File: src/rtl/regfile_arb_pkg.sv
// Shared types and constants for the register-file write-port arbiter.
package regfile_arb_pkg;

  typedef enum logic [1:0] {
    IDLE  = 2'd0,
    OWN_A = 2'd1,
    OWN_B = 2'd2
  } arb_state_t;

  localparam int DEF_DATA_W = 32;
  localparam int DEF_ADDR_W = 5;

  // Encoding of the most recent burst winner, used to break ties.
  localparam logic WIN_A = 1'b0;
  localparam logic WIN_B = 1'b1;

endpackage

File: src/rtl/rr_pick2.sv
// Two-way round-robin picker: a lone requester wins; on a tie the
// requester that did not win last time is granted. Purely combinational.
module rr_pick2
  import regfile_arb_pkg::*;
(
  input  logic [1:0] req_i,      // {B, A}
  input  logic       last_win_i,
  output logic [1:0] grant_o     // one-hot {B, A}, 00 when no request
);

  // Tie goes to whoever did not win last; otherwise pass the request through.
  always_comb begin
    grant_o = req_i;
    if (req_i == 2'b11)
      grant_o = (last_win_i == WIN_A) ? 2'b10 : 2'b01;
  end

endmodule

File: src/rtl/regfile_write_arbiter.sv
// Shares the register-file write port between the ALU (A) and load (B)
// writeback paths. Round-robin between bursts, locked within a burst,
// one-cycle registered write issue with optional r0 suppression.
module regfile_write_arbiter
  import regfile_arb_pkg::*;
#(
  parameter int DATA_W    = DEF_DATA_W,
  parameter int ADDR_W    = DEF_ADDR_W,
  parameter int MAX_BURST = 8,
  parameter bit R0_ZERO   = 1'b1
) (
  input  logic              CLK,
  input  logic              RST,
  input  logic              A_VALID,
  input  logic              A_LAST,
  input  logic [ADDR_W-1:0] A_ADDR,
  input  logic [DATA_W-1:0] A_DATA,
  output logic              A_READY,
  input  logic              B_VALID,
  input  logic              B_LAST,
  input  logic [ADDR_W-1:0] B_ADDR,
  input  logic [DATA_W-1:0] B_DATA,
  output logic              B_READY,
  output logic              WE,
  output logic [ADDR_W-1:0] WADDR,
  output logic [DATA_W-1:0] WDATA,
  output logic [1:0]        OWNER,
  output logic              BUSY
);

  localparam int BW = $clog2(MAX_BURST + 1);
  localparam logic [BW-1:0] BURST_M1 = BW'(MAX_BURST - 1);

  arb_state_t        state_q;
  logic              last_win_q;
  logic [BW-1:0]     beats_q;
  logic              we_q;
  logic [ADDR_W-1:0] waddr_q;
  logic [DATA_W-1:0] wdata_q;

  logic [1:0]        grant;
  logic              a_xfer, b_xfer, xfer, terminal, sel_last;
  logic [ADDR_W-1:0] sel_addr;
  logic [DATA_W-1:0] sel_data;

  rr_pick2 u_pick (
    .req_i      ({B_VALID, A_VALID}),
    .last_win_i (last_win_q),
    .grant_o    (grant)
  );

  // Ready generation: picker result in IDLE, locked owner otherwise,
  // nothing accepted while reset is asserted.
  always_comb begin
    A_READY = 1'b0;
    B_READY = 1'b0;
    if (!RST) begin
      unique case (state_q)
        IDLE:  begin A_READY = grant[0]; B_READY = grant[1]; end
        OWN_A: A_READY = 1'b1;
        OWN_B: B_READY = 1'b1;
        default: ;
      endcase
    end
  end

  assign a_xfer   = A_VALID & A_READY;
  assign b_xfer   = B_VALID & B_READY;
  assign xfer     = a_xfer | b_xfer;
  assign sel_last = b_xfer ? B_LAST : A_LAST;
  assign sel_addr = b_xfer ? B_ADDR : A_ADDR;
  assign sel_data = b_xfer ? B_DATA : A_DATA;
  // Burst ends on LAST or when the lock has used its beat budget.
  assign terminal = sel_last | (beats_q == BURST_M1);

  // Arbiter FSM, burst counter and registered write port.
  always_ff @(posedge CLK) begin
    if (RST) begin
      state_q    <= IDLE;
      last_win_q <= WIN_B;
      beats_q    <= '0;
      we_q       <= 1'b0;
      waddr_q    <= '0;
      wdata_q    <= '0;
    end else begin
      we_q <= xfer & ~(R0_ZERO & (sel_addr == '0));
      if (xfer) begin
        waddr_q <= sel_addr;
        wdata_q <= sel_data;
        if (terminal) begin
          state_q    <= IDLE;
          last_win_q <= b_xfer ? WIN_B : WIN_A;
          beats_q    <= '0;
        end else begin
          state_q <= b_xfer ? OWN_B : OWN_A;
          beats_q <= beats_q + BW'(1);
        end
      end
    end
  end

  assign WE    = we_q;
  assign WADDR = waddr_q;
  assign WDATA = wdata_q;
  assign OWNER = {state_q == OWN_B, state_q == OWN_A};
  assign BUSY  = (state_q != IDLE);

endmodule

File: config.mk
export PLATFORM = sky130hd
export DESIGN_NAME = regfile_write_arbiter
export DESIGN_NICKNAME = d
export VERILOG_FILES = /design/src/rtl/regfile_arb_pkg.sv /design/src/rtl/rr_pick2.sv /design/src/rtl/regfile_write_arbiter.sv
export SDC_FILE = /design/constraint.sdc
export NUM_CORES = 1
export LEC_CHECK = 0
export CAP_MARGIN = 10
export CORE_UTILIZATION = 39
export DETAILED_ROUTE_END_ITERATION = 12
export PLACE_DENSITY = 0.8
export SKIP_CTS_REPAIR_TIMING = 1
export SLEW_MARGIN = 20
export SYNTH_ARGS = -nofsm -noshare
export SYNTH_HDL_FRONTEND = slang
export SYNTH_SLANG_ARGS = --single-unit
File: constraint.sdc
create_clock -name CLK -period 1.67 [get_ports CLK]
set_clock_uncertainty 0.15 [all_clocks]
set_input_delay 0.334 -clock CLK [delete_from_list [all_inputs] [get_ports CLK]]
set_output_delay 0.334 -clock CLK [all_outputs]
set_load 0.02 [all_outputs]
* Word level (Yosys, flattened, before mapping)
Cells that the tools add are included.
** Storage, ports and cells
- Register bits :: 45
- Input bits :: 80
- Output and inout bits :: 43
- Logic and storage cells :: 34
** Operators by class
- Add/subtract/negate cells :: 1
- Equality and inequality tests :: 4
- Multiplexer cells :: 13
- Bitwise logic cells :: 6
- Reduce and logical (&&, ||, !) cells :: 4
** Operator list (number)
- $mux 32 :: 1
- $mux 2 :: 4
- $logic_not 5->1 :: 1
- $mux 5 :: 1
- $add 4x1->4 const B :: 1
- $eq 2x2->1 const B :: 2
- $eq 4x3->1 const B :: 1
- $mux 1 :: 4
- $mux 4 :: 1
- $pmux 1 s2 :: 2
- $and 1x1->1 :: 3
- $eq 2x1->1 const B :: 1
- $logic_not 2->1 :: 1
- $or 1x1->1 :: 2
- $reduce_and 2->1 :: 1
- $reduce_bool 2->1 :: 1
- $not 1->1 :: 1

* Logic depth before layout (Yosys ltp)
- Depth in word-level cells :: 9
- Gate-level depth with buffers :: 6
- Mapped depth without buffers :: 5

* By module
Synthesis repeated with hierarchy kept, for this count alone.
** Second synthesis, totals
- Cells, all modules :: 275
- Area, all modules :: 2169.6 sq um
** By module, submodules not included
- regfile_write_arbiter :: times used 1, cells each 272, area an instance 2150.8 sq um, sequential area each 900.9 sq um
- rr_pick2 :: times used 1, cells each 3, area an instance 18.8 sq um, sequential area each 0.0 sq um

* Worst setup path before layout
Ideal clock, no wire load.
- Path kind :: input to output
- Start :: in RST
- End :: out A_READY
- Arrival :: 1.212 ns
- Required time :: 1.186 ns
- Slack :: -0.026 ns
- Stages :: 3
- Buffers on the path :: 2
- Cell sequence :: buf_2 > buf_1 > nor3_1
** On the way
- Longest elaborated chain between the ends :: 1
** RTL lines
- start, declared :: line regfile_write_arbiter.sv:13 : input logic RST,
- $mux 1 :: line regfile_write_arbiter.sv:57 : if (!RST) begin
- end, declared :: line regfile_write_arbiter.sv:18 : output logic A_READY,
No other way between the ends.

* Final worst setup path
- Start :: reg state_q[0]
- End :: reg wdata_q[9], in the netlist WDATA[9]
** On the way
- Longest elaborated chain between the ends :: 5
- Elaborated cells between the ends (all ways) :: 11
- Classes of those cells :: eq/ne: 2; mux: 5; bitwise: 3; reduce/logical: 1
** RTL lines
- start, declared :: line regfile_write_arbiter.sv:34 : arb_state_t state_q;
- start signal, assigned :: line regfile_write_arbiter.sv:95 : state_q <= b_xfer ? OWN_B : OWN_A;
- $eq 2x2->1, or another cell as far along :: line regfile_write_arbiter.sv:58 : unique case (state_q)
- $pmux 1 s2 :: line regfile_write_arbiter.sv:58
- $mux 1 :: line regfile_write_arbiter.sv:57
- $and 1x1->1, on equally long branches :: line regfile_write_arbiter.sv:68, regfile_write_arbiter.sv:67
- $mux 32 / $or 1x1->1 (equally long branches) :: line regfile_write_arbiter.sv:72, regfile_write_arbiter.sv:69
- end signal, assigned :: line regfile_write_arbiter.sv:89 : wdata_q <= sel_data;
- end, declared :: line regfile_write_arbiter.sv:39 : logic [DATA_W-1:0] wdata_q;
Several ways; a longest one is shown, not always the timed one.
A chain may end at the register's enable or synchronous reset.

==> flow_summary.ini <==
[setup_path]
worst_r2r_path_depth = 6
ff2ff_setup_slack_ns = -0.16
worst_r2r_endpoint = WDATA[9]
crit_required_ns = 1.71
worst_setup_path_end_kind = flip-flop
critPathMaxFanout = 9
worstReg2RegStart = state_q[0]
criticalPathCategory = flip-flop to flip-flop
start_kind = flip-flop
timing.critical_path.arrival_ns = 1.87

[floorplan]
die_h_um = 79.3
die-area_mm2 = 0.00628
pin_count = 123
floorplan.initialDensity = 0.413
die_width_um = 79.3
row_count = 27
core_area_mm2 = 0.00564

[route]
wire_per_inst_um = 17.0
avgViaCountPerCell = 5.21
postRouteAntennaNets = 0
drtIter0Drc = 72
drt_first_pass_iters = 4
totalWireLength_um = 8280
vias = 2531
post-route-drc-count = 0

[power]
combinationalPowerShare = 0.340
clockPowerShare = 0.274
power.density_cell_area_mw_per_mm2 = 714
p_sw_w = 0.000917
pwr-share-seq = 0.386
swShare = 0.292
worst_ir_drop_vdd_mv = 0.491
internal-power_w = 0.00223
power.static_leakage_nw = 2.31

[grt]
grt_usage = 0.220
grt_start_max_net_pins = 36
antenna_violations_before_repair = 0
grt_pass1_vias = 2359
grt_first_pass_wirelength_um = 10800
grt.overflow.total = 0

[synthesis]
yosysTopAreaCellShare = 0.387
synthDominantAreaCellType = sky130_fd_sc_hd__dfxtp_1
synth_area_leaders = sky130_fd_sc_hd__dfxtp_1, sky130_fd_sc_hd__a311oi_2, sky130_fd_sc_hd__nand2_1
ys_warn_count = 0
synth-main-ff-cell = sky130_fd_sc_hd__dfxtp_1
syn_area_mm2 = 0.00233
yosys_cell_types = 32
synth_edf_count = 0
synth.ff_latch_count = 45
ys_async_sr_fraction = 0
register_area_share_after_synthesis = 0.387
post_synth_inst_count = 263
average_footprint_of_a_synthesized_cell_um2 = 8.85
synth.net_count = 344

[place]
placement.cell_area_mm2 = 0.00373
dp_worst_setup_slack_ns = -0.504
detailedPlacementHpwl_um = 4900
gp_weighted_congestion = 0.762
io_buffer_count = 122

[worst_hold_path]
hp_start = RST
hp-class = input port to flip-flop
worst_hold_path.num_cells = 3
hold_end = state_q[1]

[sta]
finalCritPeriodShare = 1.09
clock.fmax_ghz = 0.547
timing.final.setup_violations = 37
final_max_slew_viol_count = 0
final.setup.worst_slack_ns = -0.157
hold_violations = 0
final_min_period_ns = 1.83
relSlewSlack = 0.748
rsz_0062_raised_after_global_routing = yes
worst_slew_pin_slew_ns = 0.377
whs_ns = 0.274

[final_layout]
layout.cells.most_common = sky130_fd_sc_hd__clkdlybuf4s50_1
multi_input_area_mm2 = 0.00143
finalCoreUtilization = 0.781
n_antenna_cell = 0
final_layout_size_suffix_gt1_frac = 0.297
most-common-layout-cells = sky130_fd_sc_hd__clkdlybuf4s50_1, sky130_fd_sc_hd__nand2_1, sky130_fd_sc_hd__dlymetal6s2s_1, sky130_fd_sc_hd__dfxtp_1, sky130_fd_sc_hd__a311oi_2
fin_nets = 494
fill_cells = 386
final_area_mm2 = 0.00440
syn_to_final_growth_pct = 89.1
sequential_cell_area_um2 = 908

[clocking]
clock-sinks = 45
cts_inserted_buffers = 5
clk_latency_ns = 0.30
cts.path.max_buffers = 2
cts_tree = built
cts-htree-levels = 2
cts-root-buf = sky130_fd_sc_hd__clkbuf_8
worst_setup_hold_path_clk_slew_ns = 0.08

[job]
max_cap_viol_count = 0

[status]
violations = negative setup slack
status = finished, violations left
==> worst max-delay path by stage <==
stage	depth (start not counted)	slack, ns	start	end
2_1_floorplan	3	-0.03	RST	A_READY
3_3_place_gp	5	-0.48	B_VALID	A_READY
3_5_place_dp	5	-0.50	B_VALID	A_READY
4_1_cts	5	-0.52	B_VALID	A_READY
5_1_grt	6	-0.23	state_q[0]	WDATA[9]
6_report	6	-0.16	state_q[0]	WDATA[9]
==> Yosys cell counts, types with 2 or more instances <==
cell type	number
sky130_fd_sc_hd__or4_1	2
sky130_fd_sc_hd__buf_1	3
sky130_fd_sc_hd__nor3_1	9
sky130_fd_sc_hd__mux2i_1	6
sky130_fd_sc_hd__buf_8	4
sky130_fd_sc_hd__a311oi_1	3
sky130_fd_sc_hd__a21oi_1	3
sky130_fd_sc_hd__inv_1	3
sky130_fd_sc_hd__dfxtp_1	45
sky130_fd_sc_hd__nor2b_1	6
sky130_fd_sc_hd__nand2b_1	2
sky130_fd_sc_hd__buf_4	4
sky130_fd_sc_hd__nor2_1	36
sky130_fd_sc_hd__o21ai_0	5
sky130_fd_sc_hd__buf_2	8
sky130_fd_sc_hd__xnor2_1	3
sky130_fd_sc_hd__a311oi_2	30
sky130_fd_sc_hd__nand2_1	74
sky130_fd_sc_hd__a211oi_1	4
==> cell families after synthesis <==
family / count (synthesis) / share of synthesized area
XOR/XNOR: 3 / 0.0113
buffers and inverters: 23 / 0.0672
AND/OR/NAND/NOR: 136 / 0.251
multiplexers: 6 / 0.0258
AO/OA/AOI/OAI: 49 / 0.252
adder cells (fa/ha/maj): 1 / 0.00537
flip-flops: 45 / 0.387
==> cell type report <==
cell class	count	area share
repair buffers	163	0.419
multi-input cells	195	0.325
flip-flops and latches	45	0.206
well taps	72	0.0205
clock buffers	7	0.0196
clock inverters	1	0.00682
inverters	3	0.00256
==> metal layers <==
metal,track usage,share of wire,vias up
met1,0.253,0.39,1184
li1,-,-,1216
met4,0.0618,0.020,0
met3,0.0667,0.075,12
met5,0,0,-
met2,0.389,0.51,119
==> power groups by stage <==
stage / registers [W] / logic (W) / clock network, W
global route: 0.00122 / 0.00114 / 0.000940
floorplan: 0.00133 / 0.000353 / 0
CTS: 0.00121 / 0.000931 / 0.000871
global placement: 0.00123 / 0.000909 / 0
detailed placement: 0.00124 / 0.000926 / 0
finish: 0.00121 / 0.00107 / 0.000863
==> worst max-delay path: stages, from the launching register on <==
cell,delay [ns]
sky130_fd_sc_hd__dfxtp_4,0.37
sky130_fd_sc_hd__buf_12,0.13
sky130_fd_sc_hd__nor3b_4,0.21
sky130_fd_sc_hd__and2_4,0.31
sky130_fd_sc_hd__clkbuf_16,0.20
sky130_fd_sc_hd__nand2_1,0.07
sky130_fd_sc_hd__a311oi_2,0.29
==> sequential cells by signal (all words and copies together) (netlist names) <==
| signal | count |
|---|---|
| beats_q | 4 |
| last_win_q | 1 |
| WDATA | 32 |
| WADDR | 5 |
| state_q | 2 |
| WE | 1 |
==> through the flow <==
stage | setup TNS [ns] | instances | power (W)
floorplan | -0.0525 | 263 | 0.00169
global placement | -18.44 | 460 | 0.00214
detailed placement | -20.95 | 460 | 0.00216
CTS | -10.58 | 468 | 0.00301
global route | -4.72 | 486 | 0.00330
finish | -2.00 | 486 | 0.00314
Note: power is estimated with default switching activity, not from simulation.
